**config.mk**
```make
export PLATFORM = sky130hd
export DESIGN_NAME = mem_access_arbiter
export DESIGN_NICKNAME = d
export VERILOG_FILES = /design/src/rtl/mem_access_arbiter.sv
export SDC_FILE = /design/constraint.sdc
export NUM_CORES = 1
export LEC_CHECK = 0
export BUFFER_PORTS_ARGS = -buffer_cell sky130_fd_sc_hd__buf_2
export CORE_MARGIN = 8
export CORE_UTILIZATION = 48
export CTS_CLUSTER_SIZE = 40
export DETAILED_ROUTE_END_ITERATION = 8
export GPL_TIMING_DRIVEN = 0
export PLACE_DENSITY = 0.82
export SLEW_MARGIN = 20
export SYNTH_ARGS = -nofsm -noshare
export SYNTH_HDL_FRONTEND = slang
export SYNTH_SLANG_ARGS = --single-unit
```
**constraint.sdc**
```tcl
create_clock -name Clk -period 4.2 [get_ports Clk]
set_clock_uncertainty 0.05 [all_clocks]
set_input_delay 0 -clock Clk [delete_from_list [all_inputs] [get_ports Clk]]
set_output_delay 0 -clock Clk [all_outputs]
set_load 0.05 [all_outputs]
```
**src/rtl/mem_access_arbiter.sv**
```systemverilog
// LC-3 SRAM access sequencer: shares one SRAM port between two requesters
// (port 0 = CPU control unit, port 1 = debug/program loader) using round-robin.
//
// Ports:
//   Clk, Reset          clock, synchronous active-high reset
//   reqN/weN/addrN/wdataN  request level, write flag, address, write data (N=0,1)
//   doneN               one-cycle completion pulse
//   rdataN              last read data returned to port N
//   Mem_OE/Mem_WE       SRAM enables (never both high)
//   Mem_ADDR/Mem_WDATA  SRAM address and write data
//   Mem_RDATA           SRAM read data
//   busy                high while an access or its release cycle is in flight
//   owner               port that won the most recent grant
module mem_access_arbiter #(
  parameter int ADDR_W      = 20,
  parameter int DATA_W      = 16,
  parameter int WAIT_CYCLES = 3
) (
  input  logic              Clk,
  input  logic              Reset,
  input  logic              req0,
  input  logic              we0,
  input  logic [ADDR_W-1:0] addr0,
  input  logic [DATA_W-1:0] wdata0,
  output logic              done0,
  output logic [DATA_W-1:0] rdata0,
  input  logic              req1,
  input  logic              we1,
  input  logic [ADDR_W-1:0] addr1,
  input  logic [DATA_W-1:0] wdata1,
  output logic              done1,
  output logic [DATA_W-1:0] rdata1,
  output logic              Mem_OE,
  output logic              Mem_WE,
  output logic [ADDR_W-1:0] Mem_ADDR,
  output logic [DATA_W-1:0] Mem_WDATA,
  input  logic [DATA_W-1:0] Mem_RDATA,
  output logic              busy,
  output logic              owner
);

  if (WAIT_CYCLES < 1 || WAIT_CYCLES > 15) begin : g_bad_wait
    $error("WAIT_CYCLES must be in 1..15");
  end

  localparam logic [3:0] CNT_INIT = 4'(WAIT_CYCLES - 1);

  typedef enum logic [1:0] {
    IDLE,
    ACCESS,
    RELEASE
  } state_e;

  state_e state_q, state_d;

  logic [3:0]        cnt_q, cnt_d;
  logic              last_q, last_d;
  logic              we_l_q, we_l_d;
  logic              oe_q, oe_d;
  logic              wr_q, wr_d;
  logic [ADDR_W-1:0] addr_q, addr_d;
  logic [DATA_W-1:0] wdata_q, wdata_d;
  logic              done0_q, done0_d;
  logic              done1_q, done1_d;
  logic [DATA_W-1:0] rdata0_q, rdata0_d;
  logic [DATA_W-1:0] rdata1_q, rdata1_d;
  logic              busy_q, busy_d;
  logic              owner_q, owner_d;

  logic              any_req;
  logic              sel;
  logic              we_sel;
  logic [ADDR_W-1:0] addr_sel;
  logic [DATA_W-1:0] wdata_sel;

  // On a tie the port that did not win last time gets the grant.
  assign any_req   = req0 | req1;
  assign sel       = (req0 & req1) ? ~last_q : req1;
  assign we_sel    = sel ? we1 : we0;
  assign addr_sel  = sel ? addr1 : addr0;
  assign wdata_sel = sel ? wdata1 : wdata0;

  always_comb begin
    state_d  = state_q;
    cnt_d    = cnt_q;
    last_d   = last_q;
    we_l_d   = we_l_q;
    oe_d     = oe_q;
    wr_d     = wr_q;
    addr_d   = addr_q;
    wdata_d  = wdata_q;
    done0_d  = 1'b0;
    done1_d  = 1'b0;
    rdata0_d = rdata0_q;
    rdata1_d = rdata1_q;
    busy_d   = busy_q;
    owner_d  = owner_q;
    unique case (state_q)
      IDLE: begin
        if (any_req) begin
          state_d = ACCESS;
          owner_d = sel;
          last_d  = sel;
          we_l_d  = we_sel;
          addr_d  = addr_sel;
          wdata_d = wdata_sel;
          cnt_d   = CNT_INIT;
          oe_d    = ~we_sel;
          wr_d    = we_sel;
          busy_d  = 1'b1;
        end
      end
      ACCESS: begin
        if (cnt_q != 4'd0) begin
          cnt_d = cnt_q - 4'd1;
        end else begin
          state_d = RELEASE;
          oe_d    = 1'b0;
          wr_d    = 1'b0;
          // Sample read data on the last edge OE is still high.
          if (!we_l_q) begin
            if (owner_q) rdata1_d = Mem_RDATA;
            else         rdata0_d = Mem_RDATA;
          end
          if (owner_q) done1_d = 1'b1;
          else         done0_d = 1'b1;
        end
      end
      RELEASE: begin
        state_d = IDLE;
        busy_d  = 1'b0;
      end
      default: begin
        state_d = IDLE;
        oe_d    = 1'b0;
        wr_d    = 1'b0;
        busy_d  = 1'b0;
      end
    endcase
  end

  always_ff @(posedge Clk) begin
    if (Reset) begin
      state_q  <= IDLE;
      cnt_q    <= 4'd0;
      last_q   <= 1'b1;
      we_l_q   <= 1'b0;
      oe_q     <= 1'b0;
      wr_q     <= 1'b0;
      addr_q   <= '0;
      wdata_q  <= '0;
      done0_q  <= 1'b0;
      done1_q  <= 1'b0;
      rdata0_q <= '0;
      rdata1_q <= '0;
      busy_q   <= 1'b0;
      owner_q  <= 1'b0;
    end else begin
      state_q  <= state_d;
      cnt_q    <= cnt_d;
      last_q   <= last_d;
      we_l_q   <= we_l_d;
      oe_q     <= oe_d;
      wr_q     <= wr_d;
      addr_q   <= addr_d;
      wdata_q  <= wdata_d;
      done0_q  <= done0_d;
      done1_q  <= done1_d;
      rdata0_q <= rdata0_d;
      rdata1_q <= rdata1_d;
      busy_q   <= busy_d;
      owner_q  <= owner_d;
    end
  end

  assign Mem_OE    = oe_q;
  assign Mem_WE    = wr_q;
  assign Mem_ADDR  = addr_q;
  assign Mem_WDATA = wdata_q;
  assign done0     = done0_q;
  assign done1     = done1_q;
  assign rdata0    = rdata0_q;
  assign rdata1    = rdata1_q;
  assign busy      = busy_q;
  assign owner     = owner_q;

endmodule

```
**Word level (Yosys, flattened, before mapping)**

Cells that the tools add are included.

- Memories kept: 0
- Bits in writable memories: 0
- Bits of input ports: 94
- ROM bits: 0
- Latch bits: 0
- Register bits: 82

- Divide/modulo/power cells: 0
- Reductions and logical operators: 11
- Bitwise gates (word level): 9
- $mul: 0
- Shifts and indexed selects: 0
- Magnitude comparators: 0
- Equality and inequality tests: 5
- Muxes and demuxes: 19
- Add/subtract/negate cells: 1

Operators by type and width:

| kind | number |
|---|---|
| $mux W20 | 1 |
| $mux W16 | 1 |
| $mux W1 | 8 |
| $mux W4 | 2 |
| $pmux W4 S2 | 1 |
| $reduce_and A4 Y1 | 2 |
| $not A1 Y1 | 7 |
| $ne A2 B2 Y1 const B | 3 |
| $pmux W1 S3 | 2 |
| $reduce_and A2 Y1 | 3 |
| $reduce_and A3 Y1 | 2 |
| $mux W2 | 2 |
| $pmux W2 S2 | 1 |
| $reduce_bool A4 Y1 | 1 |
| $sub A4 B1 Y4 const B | 1 |
| $reduce_or A3 Y1 | 1 |
| $eq A2 B1 Y1 const B | 1 |
| $eq A2 B2 Y1 const B | 1 |
| $logic_not A2 Y1 | 1 |
| $pmux W1 S2 | 1 |
| $reduce_bool A2 Y1 | 1 |
| $and A1 B1 Y1 | 1 |
| $or A1 B1 Y1 | 1 |

**Depth between registers and ports, before layout**

- Depth in word-level cells: 6
- Mapped depth: 8
- Gate-level depth less buffers: 6

**Worst setup path before layout**

Ideal clock, no wire load.

- Kind: register to register
- Start: register cnt_q[0]
- End: register cnt_q[0]
- Period minus slack after synthesis: 1.592 ns
- Cell stages (with the launch flop): 7
- Setup slack: 2.608 ns
- Buffers on the path: 0
- Arrival time: 1.471 ns
- Cells stage by stage: dfxtp_1 inv_1 ha_1 or3b_4 and2_4 or3_1 a21oi_1

- Longest elaborated chain between the ends: 3
- Elaborated cells on any way between the ends: 6

Ends and longest elaborated chain:

| what | line | source |
|---|---|---|
| from (decl) | 56 | `logic [3:0] cnt_q, cnt_d;` |
| from (signal assigned) | 160 | `cnt_q <= cnt_d;` |
| $sub A4 B1 Y4 / $reduce_bool A4 Y1 (equally long branches) | 115, 114 |  |
| $mux W4 / $ne A2 B2 Y1 (equally long branches) | - |  |
| $pmux W4 S2 / $reduce_and A3 Y1 (equally long branches) | - |  |

Parallel ways exist; a longest one is shown, timed or not. The select of a mux whose other input is x is not followed.
A chain may end at the register's enable or synchronous reset.

**Worst setup path in the final report**

- Start: register last_q
- End: register addr_q[2], in the netlist Mem_ADDR[2]

- Longest elaborated chain between the ends: 3

Ends and longest elaborated chain:

| what | line | source |
|---|---|---|
| from (decl) | 57 | `logic last_q, last_d;` |
| from (signal assigned) | 161 | `last_q <= last_d;` |
| $not A1 Y1 | 78 | `assign sel = (req0 & req1) ? ~last_q : req1;` |
| $mux W1 | 78 |  |
| $mux W20 | 80 | `assign addr_sel = sel ? addr1 : addr0;` |
| to (signal assigned) | 165 | `addr_q <= addr_d;` |
| to (decl) | 61 | `logic [ADDR_W-1:0] addr_q, addr_d;` |

Every way passes these cells.

==> impl_metrics.yaml <==
die:
  die_width_um: 97.3
  start_util_pct: 49.7
  coreArea_um2: 6390
  rows: 29
  ios: 168
  die_area_um2: 9470
  die_height_um: 97.3
job:
  maxCapViolations: 0
timing:
  hold_viol_final: 0
  fmax_mhz: 437
  slew_viol_final: 0
  rsz0062_at_grt: "no"
  final.setup.tns_ns: 0
  tightest_slew_ns: 0.486
  relSlewSlack_pct: 67.6
  period_needed_ns: 2.29
  setup_viol_count_final: 0
  post-route-period-util_pct: 54.5
global_route:
  antenna_found_initial: 0
  grtUsageTotal_pct: 24.4
  grt_pass1_wl_um: 18700
  grt_pass1_vias: 3665
  grt_overflow: 0
  grt_max_degree: 15
setup_path:
  path_cells: "a21boi_1 > buf_2 > buf_4 > mux2i_1 > dlygate4sd3_1 > o2bb2ai_1"
  cp.arrival_ns: 2.47
  critPathRequiredTime_ns: 4.38
  cp.buffers_inverters: 3
  rrSetupSlack_ns: 1.91
  critPathTopFamily: "buffers and inverters"
  path_class: "reg -> reg"
  cp_max_fo: 10
  critPathLaunchType: "flop"
  cp_slowest_cell: "dlygate4sd3_1"
  crit_path_end_kind: "flop"
  max_stage_delay_ns: 0.62
place:
  gp_congestion: 0.795
  place_inst: 554
  port_buffers: 167
  place.detailed.hpwl_um: 7280
drt:
  wirelength_um: 12000
  ant_nets: 0
  routedWlPerCell_um: 18.1
  first_iter_violations: 105
  drt-pass1-iter-count: 4
  drcViolationCount: 0
  vias: 3410
  drt-vias-per-instance: 5.17
yosys:
  synth_edf_count: 0
  synth_seq_area_share_pct: 51.7
  synth_area_leaders: "dfxtp_1 (52%), mux2i_1 (17%), o2bb2ai_1 (9.9%)"
  netlist_area_um2: 3170
  syn_inst: 310
  synth_ff_type: "dfxtp_1"
  syn_nets: 406
  avgSynthCellArea_um2: 10.2
  synth_top_area_cell: "dfxtp_1"
  ys_ff_latch: 82
  synth_top_area_share_pct: 51.7
  synthDistinctLibCells: 31
  ys_warn_count: 0
  synthArstFlopShare_pct: 0
hold_path:
  hold_path.class: "in -> reg"
layout:
  n_antenna_cell: 0
  drive_gt1_share_pct: 34.1
  syn_to_final_growth_pct: 63.9
  fill_cells: 377
  final_cells: 660
  nNetsFinal: 674
  final_util_pct: 81.5
clocking:
  clkTransAtPathRegs_ns: 0.09
  clk_latency_ns: 0.35
  cts_max_level: 3
  cts.path.max_buffers: 2
  cts_tree: "built"
  cts_buffers: 9
  cts.sinks: 82
  root_buffer: "clkbuf_8"
  cts_resized: 0
  postCtsSetupRepairBufs: 0
power:
  p_per_area_nw_per_um2: 406
  peakVddDrop_mv: 0.247
  p_leak_nw: 2.52
outcome:
  status: "completed"
[routing by layer]
metal	GRT usage (%)	up-vias	part of all wire, %
met2	41.8	185	48
met3	9.67	34	9.7
met5	0	-	0
li1	-	1630	-
met4	12.7	0	3.4
met1	25.1	1561	39
[cell usage in the layout (no fill, tap or decap), drive strengths merged]
cell type	instances
buf	181
inv	2
bufinv	1
nand3b	1
and3	1
ha	2
nor3	7
dlygate4sd3	90
and2	2
nor2b	1
dfxtp	82
mux2i	53
a21oi	19
clkbuf	19
or3b	1
nand2	38
a311oi	1
or3	2
a21boi	1
o21ai	2
nor2	25
nor3b	1
a211oi	1
clkinv	3
xor2	2
o2bb2ai	36
nand4b	2
nand2b	1
clkinvlp	2
nand3	4
[metrics by stage]
step,setup WS (ns),power [mW],hold slack (ns),instance area (um2)
after global placement,2.41,1.45,0.198,4110
after detailed placement,2.35,1.46,0.208,4110
after global routing,1.78,2.20,0.0807,5200
final,1.91,2.11,0.0278,5200
after CTS,2.05,2.09,0.0205,5200
after floorplan,2.61,1.29,0.0860,3170
[registers in the layout, summed over array words and instances, names as in the netlist]
| name | flops |
|---|---|
| busy | 1 |
| state_q | 2 |
| we_l_q | 1 |
| last_q | 1 |
| Mem_WDATA | 16 |
| owner | 1 |
| done0 | 1 |
| rdata1 | 16 |
| done1 | 1 |
| Mem_ADDR | 20 |
| Mem_WE | 1 |
| cnt_q | 4 |
| rdata0 | 16 |
| Mem_OE | 1 |
[final cells by class]
cell class	count	area [um2]	area share (%)
Inverter	2	7.51	0.144
Timing Repair Buffer	257	1740	33.4
Tap cell	77	96.3	1.85
Multi-Input combinational cell	203	1410	27.0
Clock inverter	6	67.6	1.30
Clock buffer	10	128	2.45
Sequential cell	82	1640	31.6
Buffer	23	119	2.28
[worst register-to-register path, cell delays in order, from the launching register on]
cell and delay [ns]:
dfxtp_1 0.32, a21boi_1 0.15, buf_2 0.36, buf_4 0.29, mux2i_1 0.29, dlygate4sd3_1 0.62, o2bb2ai_1 0.08
[cells by family (layout without fill, tap and decap cells)]
group           count (synthesis)  after routing  share of synthesized area [%]
compound gates                 60             60                           14.0
xor+xnor                        2              2                          0.552
fa+ha+maj                       2              2                          0.788
buf+inv                        25            298                           3.98
flops                          82             82                           51.7
mux                            53             53                           16.7
simple gates                   86             86                           12.3
[synthesized netlist by cell type, types with 2 or more instances]
| cell | n |
|---|---|
| buf_4 | 4 |
| o21ai_0 | 2 |
| nor3_1 | 7 |
| nand2_1 | 38 |
| xor2_1 | 2 |
| a21oi_1 | 19 |
| mux2i_1 | 53 |
| or3_1 | 2 |
| dfxtp_1 | 82 |
| ha_1 | 2 |
| buf_2 | 8 |
| nand3_1 | 4 |
| nor2_1 | 24 |
| clkbuf_1 | 9 |
| inv_1 | 2 |
| o2bb2ai_1 | 36 |
| nand4b_1 | 2 |
[path summary, 6_finish.rpt]
check | startpoint | end | cells past startpoint
hold reg to reg | rdata0[12]$_SDFFE_PP0P_ | rdata0[12]$_SDFFE_PP0P_ | 2
setup / recovery | last_q$_SDFFE_PP1P_ | Mem_ADDR[2]$_SDFFE_PP0P_ | 6
setup reg to reg | last_q$_SDFFE_PP1P_ | Mem_ADDR[2]$_SDFFE_PP0P_ | 6
hold / removal | req0 | busy$_SDFFE_PP0P_ | 5
[where the power goes]
group          switching [mW]  total, mW  internal, mW  leakage, nW
combinational           0.416      0.652         0.236         1.76
clock                   0.291      0.567         0.276       0.0925
sequential             0.0454      0.893         0.848        0.671
total                   0.752       2.11          1.36         2.52
[what timing repair did]
action	CTS	global route
hold buffers	90	0
setup endpoints to repair	0	0
hold endpoints to repair	70	0
No activity file was read; power rests on OpenSTA's default activity.
